--- src/rtl/score_pkg.sv ---
// Shared constants and state encoding for the score/line bookkeeping stage.
package score_pkg;

  // Default points awarded for a 1/2/3/4-line clear.
  localparam int unsigned PTS1_DEF = 1;
  localparam int unsigned PTS2_DEF = 3;
  localparam int unsigned PTS3_DEF = 5;
  localparam int unsigned PTS4_DEF = 8;

  // Pending-points counter is 4 bits wide and saturates here.
  localparam int unsigned PEND_MAX = 15;

  // Largest two-digit packed-BCD value; score and line count stop here.
  localparam logic [7:0] BCD_MAX = 8'h99;

  typedef enum logic {
    IDLE = 1'b0,
    ADD  = 1'b1
  } state_e;

endpackage

--- src/rtl/score_bcd_bcd2_add_sat.sv ---
// Two-digit packed-BCD adder with a small (0..4) addend, saturating at 99.
module bcd2_add_sat
  import score_pkg::*;
(
  input  logic [7:0] a_i,
  input  logic [2:0] b_i,
  output logic [7:0] y_o
);

  logic [4:0] units_sum;
  logic [4:0] tens_sum;

  // Add into the units digit, carry a decimal overflow into tens, clamp at 99.
  always_comb begin
    // NOTE: every combinational output gets a default first so no path leaves it unassigned (no latch).
    y_o       = BCD_MAX;
    units_sum = {1'b0, a_i[3:0]} + {2'b00, b_i};
    tens_sum  = {1'b0, a_i[7:4]};
    if (units_sum >= 5'd10) begin
      units_sum = units_sum - 5'd10;
      tens_sum  = tens_sum + 5'd1;
    end
    if (tens_sum < 5'd10) begin
      y_o = {tens_sum[3:0], units_sum[3:0]};
    end
  end

endmodule

--- src/rtl/score_bcd.sv ---
// Score/line bookkeeping feeding the two-digit 7-segment display interface.
// Line clears queue points in a pending counter; an IDLE/ADD FSM drains it
// one BCD increment per cycle so the display visibly counts up.
module score_bcd
  import score_pkg::*;
#(
  parameter int unsigned PTS1 = PTS1_DEF,
  parameter int unsigned PTS2 = PTS2_DEF,
  parameter int unsigned PTS3 = PTS3_DEF,
  parameter int unsigned PTS4 = PTS4_DEF
) (
  input  logic       clk,
  input  logic       rstn,
  input  logic       clr_valid,
  input  logic [2:0] clr_lines,
  input  logic       new_game,
  input  logic       disp_sel,
  output logic [7:0] num,
  output logic [3:0] level,
  output logic       busy,
  output logic [7:0] score
);

  localparam logic [3:0] P1 = 4'(PTS1);
  localparam logic [3:0] P2 = 4'(PTS2);
  localparam logic [3:0] P3 = 4'(PTS3);
  localparam logic [3:0] P4 = 4'(PTS4);

  state_e     state_q, state_d;
  logic [7:0] score_q, score_d;
  logic [7:0] lines_q, lines_d;
  logic [7:0] best_q, best_d;
  logic [3:0] pend_q, pend_d;
  logic [3:0] level_q;
  logic       busy_q;
  logic [7:0] num_q;

  logic [7:0] score_inc;
  logic [7:0] lines_add;
  logic [3:0] pts;
  logic       clr_ok;
  logic       dec;
  logic [5:0] pend_sum;

  bcd2_add_sat u_score_inc (
    .a_i (score_q),
    .b_i (3'd1),
    .y_o (score_inc)
  );

  bcd2_add_sat u_lines_add (
    .a_i (lines_q),
    .b_i (clr_lines),
    .y_o (lines_add)
  );

  // Decode a line-clear strobe into points; out-of-range line counts are ignored.
  always_comb begin
    pts    = 4'd0;
    clr_ok = 1'b0;
    if (clr_valid) begin
      unique case (clr_lines)
        3'd1:    begin pts = P1; clr_ok = 1'b1; end
        3'd2:    begin pts = P2; clr_ok = 1'b1; end
        3'd3:    begin pts = P3; clr_ok = 1'b1; end
        3'd4:    begin pts = P4; clr_ok = 1'b1; end
        default: begin pts = 4'd0; clr_ok = 1'b0; end
      endcase
    end
  end

  // Pending points: drain one per ADD cycle, add new points, clamp at PEND_MAX.
  always_comb begin
    dec      = (state_q == ADD) && (pend_q != 4'd0);
    pend_sum = {2'b00, pend_q} - {5'b0, dec} + {2'b00, pts};
    if (pend_sum > 6'(PEND_MAX)) begin
      pend_sum = 6'(PEND_MAX);
    end
  end

  // Next-state: new_game wins over everything, otherwise run the IDLE/ADD FSM.
  always_comb begin
    state_d = state_q;
    score_d = score_q;
    lines_d = lines_q;
    best_d  = best_q;
    pend_d  = pend_q;
    if (new_game) begin
      if (score_q > best_q) begin
        best_d = score_q;
      end
      score_d = 8'h00;
      lines_d = 8'h00;
      pend_d  = 4'd0;
      state_d = IDLE;
    end else begin
      pend_d = pend_sum[3:0];
      if (clr_ok) begin
        lines_d = lines_add;
      end
      unique case (state_q)
        IDLE: begin
          if (pend_q != 4'd0) begin
            state_d = ADD;
          end
        end
        ADD: begin
          score_d = score_inc;
          if (pend_d == 4'd0) begin
            state_d = IDLE;
          end
        end
        default: state_d = IDLE;
      endcase
    end
  end

  // State and bookkeeping registers; busy and level follow the next-state values.
  always_ff @(posedge clk or negedge rstn) begin
    if (!rstn) begin
      state_q <= IDLE;
      score_q <= 8'h00;
      lines_q <= 8'h00;
      best_q  <= 8'h00;
      pend_q  <= 4'd0;
      level_q <= 4'd0;
      busy_q  <= 1'b0;
      num_q   <= 8'h00;
    end else begin
      // NOTE: sequential state uses non-blocking assignments so all registers update from pre-edge values.
      state_q <= state_d;
      score_q <= score_d;
      lines_q <= lines_d;
      best_q  <= best_d;
      pend_q  <= pend_d;
      level_q <= lines_d[7:4];
      busy_q  <= (state_d == ADD) || (pend_d != 4'd0);
      num_q   <= disp_sel ? best_q : score_q;
    end
  end

  assign num   = num_q;
  assign level = level_q;
  assign busy  = busy_q;
  assign score = score_q;

endmodule

--- config.mk ---
export PLATFORM = sky130hd
export DESIGN_NAME = score_bcd
export DESIGN_NICKNAME = d
export VERILOG_FILES = /design/src/rtl/score_pkg.sv /design/src/rtl/score_bcd_bcd2_add_sat.sv /design/src/rtl/score_bcd.sv
export SDC_FILE = /design/constraint.sdc
export NUM_CORES = 1
export LEC_CHECK = 0
export CAP_MARGIN = 0
export CORE_MARGIN = 3
export CORE_UTILIZATION = 50
export CTS_CLUSTER_SIZE = 28
export DETAILED_ROUTE_END_ITERATION = 7
export HOLD_SLACK_MARGIN = 0.1
export PLACE_DENSITY = 0.73
export SYNTH_ARGS = -nofsm -noshare
export SYNTH_HDL_FRONTEND = slang
export SYNTH_SLANG_ARGS = --single-unit
--- constraint.sdc ---
create_clock -name clk -period 3 [get_ports clk]
set_clock_uncertainty 0.05 [all_clocks]
set_input_delay 0.3 -clock clk [delete_from_list [all_inputs] [get_ports clk]]
set_output_delay 0.3 -clock clk [all_outputs]
set_load 0.01 [all_outputs]
==> flow_summary.ini <==
[outcome]
outcome = completed

[logic_synthesis]
syn_inst = 277
synth_top_area_share_pct = 36.2
synth.distinct_cells = 53
yosysTopAreaCell = dfrtp_1
yosys-top-cells-area = dfrtp_1, ha_1, mux2_2
synth_common_cells = dfrtp_1, inv_1, ha_1
netlist_area_um2 = 2630
syn_avg_cell_area_um2 = 9.49
synth_nets = 310
synthArstFlopShare_pct = 100
ys.flop_type = dfrtp_1
synth-edff-count = 0
synth.most_common_cell = dfrtp_1
yosysSeqAreaShare_pct = 36.2
synth-seq-cells = 38
yosys_warnings = 0

[timing]
holdWs_ns = 0.452
fin_crit_ns = 2.83
setup_viol = 0
max_freq_ghz = 0.354
slew_headroom_pct = 45.1
min_period_over_period_pct = 94.2
layout_setup_ws_ns = 0.173
final_hold_viol_count = 0
worst_pin_slew_ns = 0.823
drv_slew = 0

[placement]
port_buffers = 28
dp_slack_ns = -0.178
gp_congestion = 0.873
dp_hpwl_um = 4070

[power_and_ir_drop]
peakVddDrop_mv = 0.552
p_per_area_nw_per_um2 = 732
p_leak_nw = 1.48
finalPower_mw = 2.37

[critical_path]
cp-startpoint = clr_lines[0]
cp_slowest_cell = clkdlybuf4s50_1
crit_end = lines_q[6]$_DFFE_PN0P_
ff2ff_setup_slack_ns = 0.19
worst_ep_arrival_time_ns = 2.95
crit_type = in2reg
reg2reg_from = pend_q[0]$_DFF_PN0_
crit_top_cell = ha_1
max_stage_delay_ns = 0.48
worst-path-max-fanout = 5
critPathCaptureType = flop
start_kind = input pin
critPathTopFamily = compound AO/OA/AOI/OAI gates
crit_required_ns = 3.13
r2r_cells = 12
cp_num_buf_inv = 3
r2r_end = state_q$_DFF_PN0_
cp_cell_sequence = clkdlybuf4s50_1 > ha_1 > inv_1 > fa_1 > xor2_2 > ha_1 > a21bo_1 > buf_4 > a21oi_2 > or2_4 > nor4_4 > a221o_1
cp.depth = 12

[drt]
first_iter_violations = 143
drc = 0
dr.pass1.iters = 4
drt-total-wl_um = 5420
num_vias = 2163
postRouteAntennaNets = 0
wl_per_cell_um = 14.0
vias_per_cell = 5.57

[global_route]
grt_max_degree = 39
globalRouteOverflowTotal = 0
grt_pass1_wl_um = 9530
antenna_found_initial = 0
grt_usage_pct = 19.0
grt_pass1_vias = 2136

[clock_tree]
insertion_delay_ns = 0.29
cts_sinks = 38
clk_pin_slew_ns = 0.07
cts_root_buffer = clkbuf_8
cts_tree = yes
clock_path_buffers = 2
numCtsBuffers = 5
post-cts-setup-buffers = 0
cts.htree.levels = 2

[layout]
antennaDiodeCount = 0
utilization_pct = 65.9
regArea_um2 = 951
nFillCells = 415
area_delta_synth_final_pct = 23.2
multi_input_area_um2 = 1570
layout.nets = 353
drive_above_1_share_pct = 18.1

[floorplanning]
dieArea_um2 = 6160
die_w_um = 78.5
io_pins = 29
die_h_um = 78.5
core_area_um2 = 4910
rows = 25
start_util_pct = 53.5

[min_path]
hp-class = reg2reg
whs_path_depth = 2

[job]
drv_cap = 0
repair_timing:
action | 4_1_cts | 5_1_grt
endpoints found under the setup margin | 0 | 8
hold buffers | 1 | 0
gates resized for setup | 0 | 11
endpoints found under the hold margin | 38 | 0
stage by stage:
step           instances  setup TNS [ns]  area [um2]
3_3_place_gp         379          -0.118        3060
5_1_grt              388       -0.000184        3240
3_5_place_dp         379          -0.870        3060
4_1_cts              388               0        3170
2_1_floorplan        277               0        2630
6_report             388               0        3240
power by group:
group,internal [mW],switching (mW),total [mW]
Combinational,0.616,0.601,1.22
Clock,0.249,0.175,0.424
Sequential,0.626,0.103,0.729
routing by layer:
metal | routed length, um | global-route usage (%)
met1 | 2490 | 22.8
met2 | 2690 | 34.6
met3 | 166 | 2.52
met4 | 77 | 6.47
met5 | 0 | 0
cell usage in the layout (no fill, tap or decap), drive strengths merged, types with 5 or more instances in the layout:
| cell type | netlist | layout |
|---|---|---|
| clkbuf | 7 | 7 |
| dfrtp | 38 | 38 |
| o21ai | 17 | 17 |
| nand3 | 5 | 5 |
| nand2 | 13 | 13 |
| mux2 | 14 | 14 |
| a21oi | 19 | 19 |
| clkdlybuf4s50 | 0 | 27 |
| xor2 | 5 | 5 |
| nor2 | 22 | 22 |
| inv | 28 | 28 |
| ha | 23 | 23 |
| buf | 4 | 19 |
| nor2b | 10 | 10 |
worst min-delay path by stage:
stage,from,endpoint
floorplan,rstn,best_q[0]$_DFFE_PN0P_
global placement,rstn,num[5]$_DFF_PN0_
detailed placement,rstn,num[6]$_DFF_PN0_
CTS,best_q[1]$_DFFE_PN0P_,num[1]$_DFF_PN0_
global route,best_q[1]$_DFFE_PN0P_,num[1]$_DFF_PN0_
finish,best_q[1]$_DFFE_PN0P_,num[1]$_DFF_PN0_
kinds of logic after synthesis:
kind of cell | synth area share [%]
AO/OA/AOI/OAI | 18.5
XOR/XNOR | 2.67
adder cells (fa/ha/maj) | 12.5
buffers and inverters | 6.52
flip-flops | 36.2
multiplexers | 7.52
AND/OR/NAND/NOR | 16.2
state kept, by name (all words and copies together), names as in the netlist:
signal and flops:
pend_q 4, state_q 1, best_q 8, busy 1, score 8, num 8, lines_q 8
final cells by class:
type,count,area share (%)
tap,67,2.59
multi-input combinational,200,48.5
clock buffer,7,2.36
inverter,28,3.25
timing repair buffer,47,13.0
clock inverter,1,0.927
sequential,38,29.4
worst min-delay path: cells and delay by family (launching register included):
kind / cells / cell delay (ns)
AOI/OAI and AO/OA: 1 / 0.06
and+or+nand+nor: 1 / 0.05
DFF: 1 / 0.35
Note: power is estimated with default switching activity, not from simulation.
